**src/rtl/addsub_pkg.sv**
```systemverilog
// Shared types and helpers for the serial chunked adder/subtractor.
package addsub_pkg;

    typedef enum logic [1:0] {
        IDLE = 2'd0,
        BUSY = 2'd1,
        DONE = 2'd2
    } state_t;

    // Width of the chunk index; a single-chunk datapath still needs one bit.
    function automatic int idx_width(input int nchunk);
        return (nchunk > 1) ? $clog2(nchunk) : 1;
    endfunction

endpackage

```
**src/rtl/addsub_chunk.sv**
```systemverilog
// CHUNK-bit ripple slice built from 1-bit full adders; also exposes the carry
// into its top bit so the caller can form signed overflow on the last chunk.
module full_adder_1bit (
    input  logic a,
    input  logic b,
    input  logic cin,
    output logic s,
    output logic cout
);
    assign s    = a ^ b ^ cin;
    assign cout = (a & b) | (cin & (a ^ b));
endmodule

module addsub_chunk #(
    parameter int CHUNK = 4
) (
    input  logic [CHUNK-1:0] a,
    input  logic [CHUNK-1:0] b,
    input  logic             cin,
    output logic [CHUNK-1:0] s,
    output logic             cout,
    output logic             cmsb
);
    logic [CHUNK:0] c;

    assign c[0] = cin;

    for (genvar i = 0; i < CHUNK; i++) begin : g_fa
        full_adder_1bit u_fa (
            .a    (a[i]),
            .b    (b[i]),
            .cin  (c[i]),
            .s    (s[i]),
            .cout (c[i+1])
        );
    end

    assign cout = c[CHUNK];
    assign cmsb = c[CHUNK-1];
endmodule

```
**src/rtl/addsub_serial.sv**
```systemverilog
// Multi-cycle two's-complement add/sub: WIDTH bits processed CHUNK bits per
// cycle through one shared slice, with optional signed saturation.
module addsub_serial
    import addsub_pkg::*;
#(
    parameter int WIDTH = 16,
    parameter int CHUNK = 4
) (
    input  logic             clk,
    input  logic             rst_n,
    input  logic             in_valid,
    output logic             in_ready,
    input  logic [WIDTH-1:0] A,
    input  logic [WIDTH-1:0] B,
    input  logic             sub,
    input  logic             sat,
    output logic             out_valid,
    input  logic             out_ready,
    output logic [WIDTH-1:0] Sum,
    output logic             Ovfl,
    output logic             Neg,
    output logic             Zero,
    output state_t           dbg_state_o
);
    // WIDTH must be a multiple of CHUNK.
    localparam int NCHUNK = WIDTH / CHUNK;
    localparam int IW     = idx_width(NCHUNK);
    localparam logic [IW-1:0] LAST_IDX = IW'(NCHUNK - 1);

    state_t state_q, state_d;
    logic             accept;
    logic             last_chunk;

    logic [WIDTH-1:0] a_q, a_d, b_q, b_d, res_q, res_d;
    logic [IW-1:0]    idx_q, idx_d;
    logic             c_q, c_d, sat_q, sat_d, sa_q, sa_d;
    logic             ovfl_q, ovfl_d, neg_q, neg_d, zero_q, zero_d;

    logic [CHUNK-1:0] sl_a, sl_b, sl_s;
    logic             sl_cout, sl_cmsb, ovfl_now;
    logic [WIDTH-1:0] raw, sat_val, final_res;

    // Valid/ready: a transfer happens on any edge where valid & ready are both
    // high; the producer holds its payload stable until then, and the result
    // stays stable while out_valid is high and out_ready is low.

    always_ff @(posedge clk or negedge rst_n) begin
        if (!rst_n) begin
            state_q <= IDLE;
        end else begin
            state_q <= state_d;
        end
    end

    always_comb begin
        state_d = state_q;
        case (state_q)
            IDLE:    if (accept) state_d = BUSY;
            BUSY:    if (last_chunk) state_d = DONE;
            DONE:    if (out_ready) state_d = in_valid ? BUSY : IDLE;
            default: state_d = IDLE;
        endcase
    end

    // in_ready in DONE is combinational from out_ready so the next op overlaps.
    always_comb begin
        in_ready    = (state_q == IDLE) || ((state_q == DONE) && out_ready);
        out_valid   = (state_q == DONE);
        accept      = in_valid && in_ready;
        dbg_state_o = state_q;
    end

    assign last_chunk = (state_q == BUSY) && (idx_q == LAST_IDX);

    assign sl_a = a_q[idx_q*CHUNK +: CHUNK];
    assign sl_b = b_q[idx_q*CHUNK +: CHUNK];

    addsub_chunk #(.CHUNK(CHUNK)) u_chunk (
        .a    (sl_a),
        .b    (sl_b),
        .cin  (c_q),
        .s    (sl_s),
        .cout (sl_cout),
        .cmsb (sl_cmsb)
    );

    always_comb begin
        raw = res_q;
        raw[idx_q*CHUNK +: CHUNK] = sl_s;
    end

    assign ovfl_now  = sl_cmsb ^ sl_cout;
    assign sat_val   = sa_q ? {1'b1, {(WIDTH-1){1'b0}}} : {1'b0, {(WIDTH-1){1'b1}}};
    assign final_res = (sat_q && ovfl_now) ? sat_val : raw;

    // Subtraction is A + ~B + 1: B is inverted at accept and the +1 rides in c_q.
    always_comb begin
        a_d    = a_q;
        b_d    = b_q;
        c_d    = c_q;
        idx_d  = idx_q;
        sat_d  = sat_q;
        sa_d   = sa_q;
        res_d  = res_q;
        ovfl_d = ovfl_q;
        neg_d  = neg_q;
        zero_d = zero_q;
        if (accept) begin
            a_d   = A;
            b_d   = sub ? ~B : B;
            c_d   = sub;
            idx_d = '0;
            sat_d = sat;
            sa_d  = A[WIDTH-1];
        end else if (state_q == BUSY) begin
            c_d = sl_cout;
            if (last_chunk) begin
                res_d  = final_res;
                ovfl_d = ovfl_now;
                neg_d  = final_res[WIDTH-1];
                zero_d = (final_res == '0);
                idx_d  = '0;
            end else begin
                res_d = raw;
                idx_d = idx_q + 1'b1;
            end
        end
    end

    always_ff @(posedge clk or negedge rst_n) begin
        if (!rst_n) begin
            a_q    <= '0;
            b_q    <= '0;
            c_q    <= 1'b0;
            idx_q  <= '0;
            sat_q  <= 1'b0;
            sa_q   <= 1'b0;
            res_q  <= '0;
            ovfl_q <= 1'b0;
            neg_q  <= 1'b0;
            zero_q <= 1'b0;
        end else begin
            a_q    <= a_d;
            b_q    <= b_d;
            c_q    <= c_d;
            idx_q  <= idx_d;
            sat_q  <= sat_d;
            sa_q   <= sa_d;
            res_q  <= res_d;
            ovfl_q <= ovfl_d;
            neg_q  <= neg_d;
            zero_q <= zero_d;
        end
    end

    assign Sum  = res_q;
    assign Ovfl = ovfl_q;
    assign Neg  = neg_q;
    assign Zero = zero_q;

endmodule
```
**config.mk**
```make
export PLATFORM = sky130hd
export DESIGN_NAME = addsub_serial
export DESIGN_NICKNAME = d
export VERILOG_FILES = /design/src/rtl/addsub_pkg.sv /design/src/rtl/addsub_chunk.sv /design/src/rtl/addsub_serial.sv
export SDC_FILE = /design/constraint.sdc
export NUM_CORES = 1
export LEC_CHECK = 0
export ABC_CLOCK_PERIOD_IN_PS = 5600
export BUFFER_PORTS_ARGS = -buffer_cell sky130_fd_sc_hd__buf_2
export CAP_MARGIN = 20
export CORE_ASPECT_RATIO = 1.1
export CORE_MARGIN = 8
export CORE_UTILIZATION = 50
export CTS_CLUSTER_SIZE = 40
export DETAILED_ROUTE_END_ITERATION = 10
export GPL_TIMING_DRIVEN = 1
export HOLD_SLACK_MARGIN = 0.12
export PLACE_DENSITY = 0.85
export SLEW_MARGIN = 20
export SYNTH_ARGS = -nofsm -noshare
export SYNTH_HDL_FRONTEND = slang
export SYNTH_HIERARCHICAL = 1
export SYNTH_SLANG_ARGS = --single-unit
```
**constraint.sdc**
```tcl
create_clock -name clk -period 5.6 [get_ports clk]
set_clock_uncertainty 0.2 [all_clocks]
set_input_delay 0.28 -clock clk [delete_from_list [all_inputs] [get_ports clk]]
set_output_delay 0.28 -clock clk [all_outputs]
set_load 0.02 [all_outputs]
```
==> metrics.md <==
| Metric | Value |
|---|---|
| Status | `completed` |
| CTS Sinks | `57` |
| Final Max Slew Viols | `0` |
| CTS Buf Count | `9` |
| Top Metal Used | `met4` |
| Leakage | `0.001778 µW` |
| Main synth FF type | `dfrtp_1` |
| Worst path max stage delay | `0.67 ns` |
| Drt via density | `5.655` |
| Initial antenna violation count | `0` |
| FF-to-FF path depth | `9` |
| N_diodes | `0` |
| Relative max-transition margin | `0.3871` |
| Worst-path clk slew | `0.07 ns` |
| Post-synthesis sequential area ratio | `0.4689` |
| Largest net degree at the start of global routing | `58` |
| WP data arrival | `4.61 ns` |
| Synth Area per Inst | `11.14 µm²` |
| Worst VDD drop | `0.3479 mV` |
| Vias in the first global route | `2,633` |
| Final ANT Viol Nets | `0` |
| Fin. Hold Viols | `0` |
| Die width | `90.37 µm` |
| Buf/Inv on CP | `0` |
| Die Y | `97.81 µm` |
| Crit path max-delay family | `adder cells` |
| Crit. End Element | `flip-flop` |
| Cell mode on critical path | `fa_1` |
| Port bufs | `60` |
| Post-CTS Setup Repair Bufs | `0` |
| Startpoint types | `flip-flop` |
| Fillers | `448` |
| Maxcap violations | `0` |
| Fin Hold WS | `0.2826 ns` |
| Layout cells sized above 1 | `0.2943` |
| Setup Total Neg Slack | `0 ns` |
| P per Cell Area | `679.5 nW/µm²` |
| Non-filler instance count after layout | `447` |
| Pwr Total | `2722 µW` |
| Via count | `2,528` |
| FFs w/ async S/R, synth | `1.000` |
| Yosys reg bits | `57` |
| Dpl cells | `396` |
| Total wire length | `7.778 mm` |
| Gate count of the mapped netlist | `273` |
| Worst-margin pin slew | `0.9194 ns` |
| Top-level I/O count | `61` |
| Iteration-0 DRC count of the detailed router | `219` |
| Synth Cell Area | `3042 µm²` |
| Synth warn | `6` |
| Initial Util | `0.5033` |
| CTS resizes | `0` |
| Mapped Nets | `320` |
| Setup violators final | `0` |
| GRT overflow | `0` |
| Root Buffer | `clkbuf_8` |
| Crit-path cells | `mux4_2 > fa_1 > fa_1 > fa_1 > fa_1 > xnor2_2 > nor2_1 > or4_1 > o31ai_1` |
| Final HPWL DP | `4.967 mm` |
| Wire per inst | `17.40 µm` |
| DR WL met3 | `377 µm` |
| CTS tree | `built` |
| Die Footprint | `8838 µm²` |
| Clock Latency Late Sink | `0.35 ns` |
| DRC viols | `0` |
| P&R area growth vs syn | `31.67%` |
| Metal1 wirelength | `3.055 mm` |
| Maximum fanout along the worst path | `13` |
| FMAX | `219.6 MHz` |
| Critical Path RT | `5.65 ns` |
| H-tree lvl count | `3` |
| Slowest CP cell | `dfrtp_1` |
| EDFF count, synth | `0` |
| Hold Path Class | `flip-flop to flip-flop` |
| Final RePlAce weighted congestion | `0.9496` |
| Post-layout util | `0.6627` |
| Critical path type | `flip-flop to flip-flop` |
| Overall Global Routing Usage | `0.1842` |
| Final net count | `409` |
| DR pass1 iterations | `4` |
| Rows | `30` |
| Unrepaired setup endpoints after global routing | `false` |
| First-pass GRT wire length | `12.94 mm` |
| Tmin final | `4.554 ns` |
| Final worst path period share | `0.8132` |
| CTS Buffer Depth | `2` |
| Library cells used by synthesis | `50` |
| Hold path depth | `2` |
| Critical path depth | `9` |
| Core area | `6043 µm²` |
| Met2 Wirelength | `4.168 mm` |
==> power breakdown <==
group          switching [µW]  internal [µW]
clock network             171            364
logic                     815            612
registers                 161            599
==> cell families (layout without fill, tap and decap cells) <==
family	Yosys count	after routing	share of synthesized area
fa+ha+maj	9	9	0.04690
flops	57	57	0.4689
xor+xnor	18	18	0.05430
compound gates	71	71	0.1506
simple gates	67	67	0.1181
buf+inv	25	119	0.03620
mux	26	26	0.1250
==> sequential cells by signal, indices dropped and copies added (netlist names) <==
name,cells
c_q,1
Neg,1
Ovfl,1
dbg_state_o,2
idx_q,2
Zero,1
Sum,16
b_q,16
a_q,16
sat_q,1
==> final cells by class <==
type / count / area (µm²) / area share
Clock buffer: 11 / 151.4 / 0.03780
Clock inverter: 5 / 125.1 / 0.03124
Inverter: 5 / 18.77 / 0.004686
Multi-Input combinational cell: 191 / 1510 / 0.3771
Sequential cell: 57 / 1426 / 0.3561
Tap cell: 80 / 100.1 / 0.02499
Timing Repair Buffer: 98 / 673.1 / 0.1681
==> worst paths after layout <==
kind | startpoint | endpoint | slack (ns)
min in group asynchronous | rst_n | b_q[15] | 0.41
max in group asynchronous | rst_n | Sum[12] | 4.32
setup reg to reg | idx_q[0] | Zero | 1.05
hold reg to reg | Sum[14] | Sum[14] | 0.28
setup / recovery | idx_q[0] | Zero | 1.05
hold / removal | Sum[14] | Sum[14] | 0.28
==> what timing repair did <==
action	in CTS	in global routing
hold buffers	35	0
endpoints found under the setup margin	0	0
hold endpoints to repair	91	0
==> routing by layer <==
metal	vias to the layer above	GRT usage
li1	1170	-
met1	1250	0.1978
met2	90	0.3231
met3	18	0.05756
met4	0	0.08590
met5	-	0
==> placed cells by master (no fill, tap or decap), types with 3 or more instances in the layout <==
cell type      count
a211oi_1           5
a21o_1             5
a21oi_1           23
a31oi_1           10
buf_2             60
buf_4              3
bufinv_16          4
clkbuf_8          11
dfrtp_1           57
dlygate4sd3_1     35
fa_1               4
ha_1               5
inv_1              5
mux2_2            16
mux4_2             8
nand2_1           10
nand2b_1           3
nor2_1            26
nor2b_1            7
nor3_1             4
o21ai_0            9
o2bb2ai_1          7
o31ai_1            3
xnor2_1           16
==> metrics by stage <==
step | instance area (µm²) | worst slack [ns]
floorplan | 3042 | 1.179
global placement | 3378 | 1.214
detailed placement | 3378 | 1.104
CTS | 4005 | 1.064
global route | 4005 | 0.7379
finish | 4005 | 1.046
==> worst reg2reg max path, cell delays in order (launching register included) <==
cell,delay (ns)
dfrtp_1,0.67
mux4_2,0.60
fa_1,0.44
fa_1,0.39
fa_1,0.50
fa_1,0.50
xnor2_2,0.29
nor2_1,0.09
or4_1,0.53
o31ai_1,0.25
==> Yosys cell counts (2+ instances only) <==
library cell | count | area (µm²)
nor3_1 | 4 | 20.02
ha_1 | 5 | 62.56
clkbuf_2 | 2 | 10.01
mux4_2 | 8 | 180.2
dfrtp_1 | 57 | 1426
xnor2_1 | 16 | 140.1
o21ai_0 | 9 | 45.04
mux2i_1 | 2 | 20.02
fa_1 | 4 | 80.08
o21a_1 | 2 | 15.01
mux2_2 | 16 | 180.2
nor2_1 | 26 | 97.59
o2bb2ai_1 | 7 | 61.31
buf_2 | 11 | 55.05
a21oi_1 | 23 | 115.1
a211oi_1 | 5 | 37.54
a31oi_1 | 10 | 62.56
clkbuf_1 | 6 | 22.52
nor4bb_1 | 2 | 20.02
inv_1 | 5 | 18.77
nor2b_1 | 7 | 43.79
a21o_1 | 5 | 37.54
nand2b_1 | 3 | 18.77
o31ai_1 | 3 | 22.52
nand2_1 | 10 | 37.54
Power figures use the tool's default switching activity.
